File: src/rtl/pe_mac_seq.sv
// pe_mac_seq: sequential multiply-accumulate processing element.
//
// Computes a dot product of N_TERMS weight/input pairs, LANES products per
// cycle. It supports signed or unsigned operands, bias preload or
// continuation from the previous result, and requantisation to DATA_W with
// round-half-up right shift, optional ReLU and saturation. The block sits
// between the conv window buffer and the output-channel writeback.
//
// Ports:
//   clk           rising-edge clock
//   rst_n         synchronous active-low reset
//   start         start pulse, accepted only while idle (busy=0)
//   acc_clear     1: accumulator starts from bias, 0: from current acc_out
//   signed_mode   1: two's-complement operands/accumulator, 0: unsigned
//   relu_en       clamp negative requantised result to 0 (signed mode only)
//   shift         requant right-shift amount
//   bias          accumulator preload used when acc_clear=1
//   weights_flat  term i at [i*DATA_W +: DATA_W]
//   inputs_flat   term i at [i*DATA_W +: DATA_W]
//   acc_out       raw accumulator result (wraps modulo 2^ACC_W)
//   q_out         requantised result
//   q_sat         q_out was clamped to the representable range
//   busy          operation in progress
//   done          one-cycle completion pulse
module pe_mac_seq #(
  parameter int N_TERMS = 27,
  parameter int DATA_W  = 8,
  parameter int LANES   = 9,
  parameter int ACC_W   = 24,
  parameter int SHIFT_W = 5
) (
  input  logic                        clk,
  input  logic                        rst_n,
  input  logic                        start,
  input  logic                        acc_clear,
  input  logic                        signed_mode,
  input  logic                        relu_en,
  input  logic [SHIFT_W-1:0]          shift,
  input  logic [ACC_W-1:0]            bias,
  input  logic [N_TERMS*DATA_W-1:0]   weights_flat,
  input  logic [N_TERMS*DATA_W-1:0]   inputs_flat,
  output logic [ACC_W-1:0]            acc_out,
  output logic [DATA_W-1:0]           q_out,
  output logic                        q_sat,
  output logic                        busy,
  output logic                        done
);

  localparam int BEATS  = (N_TERMS + LANES - 1) / LANES;
  localparam int BEAT_W = (BEATS > 1) ? $clog2(BEATS) : 1;
  // Operands are zero-padded to a whole number of beats so that lanes
  // beyond N_TERMS in the final beat multiply zeros and contribute nothing.
  localparam int PAD_W  = BEATS * LANES * DATA_W;
  localparam int PROD_W = 2 * (DATA_W + 1);
  // One guard bit above the accumulator keeps the rounding add exact.
  localparam int R_W    = ACC_W + 1;

  localparam logic signed [R_W-1:0] S_MAX = R_W'((64'sd1 <<< (DATA_W - 1)) - 64'sd1);
  localparam logic signed [R_W-1:0] S_MIN = ~S_MAX;
  localparam logic signed [R_W-1:0] U_MAX = R_W'((64'sd1 <<< DATA_W) - 64'sd1);

  typedef enum logic [1:0] {
    S_IDLE,
    S_MAC,
    S_FINISH
  } state_t;

  state_t state;
  state_t state_next;

  // Latched operation operands
  logic [PAD_W-1:0]   w_q;
  logic [PAD_W-1:0]   x_q;
  logic               signed_q;
  logic               relu_q;
  logic [SHIFT_W-1:0] shift_q;

  logic [ACC_W-1:0]   acc;
  logic [BEAT_W-1:0]  beat;
  logic               last_beat;
  logic               accept;

  // Lane datapath
  logic [DATA_W-1:0]        w_t;
  logic [DATA_W-1:0]        x_t;
  logic signed [DATA_W:0]   w_e;
  logic signed [DATA_W:0]   x_e;
  logic signed [PROD_W-1:0] prod;
  logic [ACC_W-1:0]         lane_sum;

  // Requant datapath
  logic signed [R_W-1:0]    acc_x;
  logic signed [R_W-1:0]    rnd;
  logic signed [R_W-1:0]    r;
  logic [DATA_W-1:0]        q_next;
  logic                     sat_next;

  assign accept    = (state == S_IDLE) && start;
  assign last_beat = (beat == BEAT_W'(BEATS - 1));

  // ---------------------------------------------------------------------
  // Control FSM
  // ---------------------------------------------------------------------
  always_ff @(posedge clk) begin
    if (!rst_n) begin
      state <= S_IDLE;
    end else begin
      state <= state_next;
    end
  end

  // NOTE: every signal written in a combinational block gets a default at
  // the top, so no path through the case leaves it unassigned (no latch).
  always_comb begin
    state_next = state;
    case (state)
      S_IDLE:   if (start) state_next = S_MAC;
      S_MAC:    if (last_beat) state_next = S_FINISH;
      S_FINISH: state_next = S_IDLE;
      default:  state_next = S_IDLE;
    endcase
  end

  // ---------------------------------------------------------------------
  // Lane products for the current beat
  // ---------------------------------------------------------------------
  // NOTE: blocking assignments here are intentional: lane_sum is a running
  // combinational total built up across loop iterations, not state.
  always_comb begin
    lane_sum = '0;
    w_t      = '0;
    x_t      = '0;
    w_e      = '0;
    x_e      = '0;
    prod     = '0;
    for (int l = 0; l < LANES; l++) begin
      w_t  = w_q[(int'(beat) * LANES + l) * DATA_W +: DATA_W];
      x_t  = x_q[(int'(beat) * LANES + l) * DATA_W +: DATA_W];
      // One extra bit lets a single signed multiplier serve both modes:
      // sign-extend in signed mode, zero-extend otherwise.
      w_e  = {signed_q & w_t[DATA_W-1], w_t};
      x_e  = {signed_q & x_t[DATA_W-1], x_t};
      prod = w_e * x_e;
      // Sign-extending cast to accumulator width; sum wraps mod 2^ACC_W.
      lane_sum = lane_sum + ACC_W'(prod);
    end
  end

  // ---------------------------------------------------------------------
  // Requantisation of the final accumulator
  // ---------------------------------------------------------------------
  always_comb begin
    acc_x    = {signed_q & acc[ACC_W-1], acc};
    rnd      = acc_x;
    r        = acc_x;
    q_next   = '0;
    sat_next = 1'b0;

    if (shift_q == '0) begin
      r = acc_x;
    end else if (int'(shift_q) > ACC_W) begin
      // Rounding constant exceeds every accumulator magnitude: result is 0.
      r = '0;
    end else begin
      rnd = acc_x + (R_W'(1) << (shift_q - 1'b1));
      r   = signed_q ? (rnd >>> shift_q) : (rnd >> shift_q);
    end

    if (signed_q && relu_q && r[R_W-1]) begin
      q_next   = '0;
      sat_next = 1'b0;
    end else if (r > (signed_q ? S_MAX : U_MAX)) begin
      q_next   = signed_q ? DATA_W'(S_MAX) : DATA_W'(U_MAX);
      sat_next = 1'b1;
    end else if (signed_q && (r < S_MIN)) begin
      q_next   = DATA_W'(S_MIN);
      sat_next = 1'b1;
    end else begin
      q_next   = r[DATA_W-1:0];
    end
  end

  // ---------------------------------------------------------------------
  // Operand capture
  // ---------------------------------------------------------------------
  // NOTE: operand registers carry no reset; they are only read after an
  // accepted start has loaded them, so reset would only add fan-out.
  always_ff @(posedge clk) begin
    if (accept) begin
      w_q      <= PAD_W'(weights_flat);
      x_q      <= PAD_W'(inputs_flat);
      signed_q <= signed_mode;
      relu_q   <= relu_en;
      shift_q  <= shift;
    end
  end

  // ---------------------------------------------------------------------
  // Accumulator, beat counter and outputs
  // ---------------------------------------------------------------------
  always_ff @(posedge clk) begin
    if (!rst_n) begin
      acc     <= '0;
      beat    <= '0;
      acc_out <= '0;
      q_out   <= '0;
      q_sat   <= 1'b0;
      busy    <= 1'b0;
      done    <= 1'b0;
    end else begin
      done <= 1'b0;
      case (state)
        S_IDLE: begin
          if (start) begin
            acc  <= acc_clear ? bias : acc_out;
            beat <= '0;
            busy <= 1'b1;
          end
        end
        S_MAC: begin
          acc  <= acc + lane_sum;
          beat <= beat + 1'b1;
        end
        S_FINISH: begin
          acc_out <= acc;
          q_out   <= q_next;
          q_sat   <= sat_next;
          done    <= 1'b1;
          busy    <= 1'b0;
        end
        default: ;
      endcase
    end
  end

endmodule

File: config.mk
export PLATFORM = sky130hd
export DESIGN_NAME = pe_mac_seq
export DESIGN_NICKNAME = d
export VERILOG_FILES = /design/src/rtl/pe_mac_seq.sv
export SDC_FILE = /design/constraint.sdc
export NUM_CORES = 2
export LEC_CHECK = 0
export ABC_CLOCK_PERIOD_IN_PS = 16000
export CAP_MARGIN = 20
export CORE_ASPECT_RATIO = 1.2
export CORE_MARGIN = 1
export CORE_UTILIZATION = 45
export DETAILED_ROUTE_END_ITERATION = 8
export PLACE_DENSITY = 0.66
export SYNTH_ARGS = -nofsm -noshare
export SYNTH_HDL_FRONTEND = slang
export SYNTH_SLANG_ARGS = --single-unit
File: constraint.sdc
create_clock -name clk -period 16 [get_ports clk]
set_clock_uncertainty 0.1 [all_clocks]
set_input_delay 2.4 -clock clk [delete_from_list [all_inputs] [get_ports clk]]
set_output_delay 2.4 -clock clk [all_outputs]
set_load 0.01 [all_outputs]
==> out/summary.txt <==
Fraction of synthesized area in multiplexers -> 11.71%
Fraction of the mapped netlist area in adder cells -> 36.68%
Number of max-slew violations in the final report -> 0
Crit Path Category -> flop to flop
Maximum clock frequency -> 66.63 MHz
Row count -> 149
FF-to-FF path depth -> 52
Average instance area after synthesis -> 10.38 um^2
Clk_lat worst skew -> 690 ps
Fin Hold WS -> 370.6 ps
RSZ-0062 raised after global routing -> false
Drt pass-1 iters -> 6
Worst setup margin -> 991.2 ps
Post-Syn Instances -> 6,042
Horiz. Die Dim -> 342.9 um
Instance count along the most critical hold path -> 1
Clock buffers created by TritonCTS -> 52
Register bit total from synthesis -> 502
Hold worst-path end -> busy
DIE HEIGHT -> 411.0 um
Clock slew seen by the registers of the worst setup and hold paths -> 60 ps
Largest fanout on the critical path -> 38
Cts-stage hold buffer count -> 0
Commonest cells after routing, fill and taps aside -> 1,105 x inv_1, 957 x fa_1, 606 x nand2_1, 500 x clkdlybuf4s50_1, 488 x nor2_1
Top area cells in the synthesized netlist -> fa_1 31%, edfxtp_1 21%, inv_1 6.6%
Type of element capturing the critical path -> flop
Via Count -> 48,900
Max cap viols -> 0
Final wirelength -> 238,000 um
Start of the worst register-to-register path -> beat[0]
Max-slew headroom -> 16.95%
Total congestion overflow -> 0
Post-synth top area cell -> fa_1
Arrival time reported for the critical path endpoint -> 15,430 ps
Async set-or-reset flop fraction in the synthesized netlist -> 0%
Main flop type after synthesis -> edfxtp_1
Final Hold Viols -> 0
Critical path's top delay family -> adder cells
Overall routing resource usage -> 34.13%
Via count of the first global-routing pass -> 50,860
Wire per inst -> 28.52 um
Largest incremental delay on the critical path -> 910 ps
XOR/XNOR share of the synthesized area -> 1.213%
Part of the cycle the worst path needs -> 93.80%
Worst path buffer plus inverter count -> 13
Bufs on Longest Clock Path -> 3
Fraction of synthesized cell area taken by the top area cell type -> 30.54%
Most used cell, CP -> fa_1
Clk sink count -> 502
Number of distinct library cells after synthesis -> 102
Combined area of all synthesized cells -> 0.06274 mm^2
Number of remaining DRC errors -> 0
Effective utilization at floorplan -> 45.48%
Net count after synthesis -> 7,774
Core ar. -> 0.1380 mm^2
Root cell of the clock tree -> clkbuf_16
Die footprint -> 0.1409 mm^2
Minimum clock period -> 15,010 ps
Global-route wire length before repair -> 345,800 um
Worst hold start -> busy
Maximum number of pins on one net before global-route repair -> 158
Cell with the largest stage delay on the worst path -> a211oi_1
Most common library cell in the layout ignoring fill and taps -> inv_1
HPWL Detailed -> 200,700 um
GPL Wtd Cong -> 1.031
Number of enable flip-flop cells after synthesis -> 439
Postcts setup bufs -> 0
Drt via density -> 5.861
Dominant combinational cell family by area after synthesis -> adder cells
Reg-to-reg setup timing slack -> 990 ps
Area growth, synth to finish -> 14.94%
Number of nets in the layout -> 8,219
Data required time at the worst endpoint -> 16,420 ps
Number of warning messages in the yosys log -> 0
Number of cells upsized or downsized after cts -> 0
Layout cell share with drive strength beyond 1 -> 8.392%
Count of input and output buffers -> 501
Setup violators final -> 0
Worst-margin pin slew -> 1237 ps
Number of antenna violations at the first check in global routing -> 4
Kind of launch point of the worst setup path -> flop
Clock tree from TritonCTS -> built
Worst slack at placement -> 1223 ps
Maximum level of the CTS H-tree -> 2
Detail Route Antenna Nets -> 0
Number of placed I/O pins -> 502
Post-synthesis simple-gate area fraction -> 10.48%
Fraction of the yosys area taken by sequential cells -> 23.02%
Compound-cell area share of the yosys netlist -> 8.579%
Iter 0 DRT Violations -> 4,403
Type of the worst min-delay path -> flop to flop
Worst r2r dst -> acc[22]
Outcome -> finished clean
## per-layer routing
| metal | vias up | part of all wire [%] | global-route usage (%) |
|---|---|---|---|
| met5 | - | 0.012 | 0 |
| met3 | 518 | 7.3 | 4.809 |
| li1 | 20930 | - | - |
| met2 | 2506 | 47 | 56.10 |
| met1 | 24950 | 38 | 42.45 |
| met4 | 4 | 7.6 | 21.21 |
## Yosys cell counts, drive strengths merged, types with 11 or more instances
cell    number
a21boi      14
buf        105
o211ai      27
clkbuf     150
nand3       64
o22ai       17
nand2      607
nand4       15
a211o       11
o221ai      22
or3         23
edfxtp     439
nor2       490
mux4       168
o21bai      11
nand2b      39
a21o        30
or2         20
a21oi      198
nor4        14
ha         308
mux2i      301
a31o        17
mux2        49
fa         957
nor3        39
and3        24
o21ai      193
xnor2       61
o21a        30
and2        86
nor2b       55
xor2        19
a22o        24
a31oi       39
dfxtp       63
inv       1108
a211oi      72
## worst reg2reg max path: cells and delay by family (launching register included)
kind | cells | cell delay, ps
DFF | 1 | 400
and+or+nand+nor | 4 | 1380
buffers and inverters | 13 | 1220
xor gates and xnor gates | 2 | 370
AOI/OAI and AO/OA | 14 | 3790
adders and majority gates | 19 | 7560
## worst max path at each step
stage / startpoint / end / slack (ps) / depth (start not counted)
floorplan: beat[0] / acc[23] / -150 / 66
detailed placement: beat[0] / acc[22] / 1220 / 52
finish: beat[0] / acc[22] / 990 / 52
global route: beat[0] / acc[22] / 290 / 52
global placement: beat[0] / acc[22] / 1410 / 50
CTS: beat[0] / acc[22] / 1080 / 52
## stage by stage
| step | utilization [%] | area, um^2 | std cells | TNS [ps] |
|---|---|---|---|---|
| floorplan | - | 62750 | 6042 | -145.1 |
| global placement | 50.97 | 70320 | 8239 | 0 |
| detailed placement | 50.98 | 70330 | 8240 | 0 |
| CTS | 52.24 | 72070 | 8337 | 0 |
| global route | 52.27 | 72110 | 8343 | 0 |
| finish | 52.27 | 72110 | 8343 | 0 |
## flip-flops by register name, indices dropped and copies added, names as in the netlist, 2 cells and up
signal   count
w_q        216
x_q        216
acc         24
acc_out     24
q_out        8
shift_q      5
beat         2
state        2
## kinds of logic after synthesis
family / count (synthesis)
DFF: 502
buffers and inverters: 1367
muxes: 518
AOI/OAI and AO/OA: 812
and+or+nand+nor: 1496
adders and majority gates: 1265
xor gates and xnor gates: 82
## layout make-up
type,instances,area [um^2]
fillers,12410,65840
flip-flops and latches,502,14450
clock inverters,40,419.2
clock buffers,57,1320
multi-input cells,4173,43260
repair buffers,646,6218
diodes,1,2.502
well taps,1812,2267
inverters,1112,4177
Power is left out: the tool's default activity adds up to more than one toggle a clock period on the data nets, which glitch-free logic cannot reach.
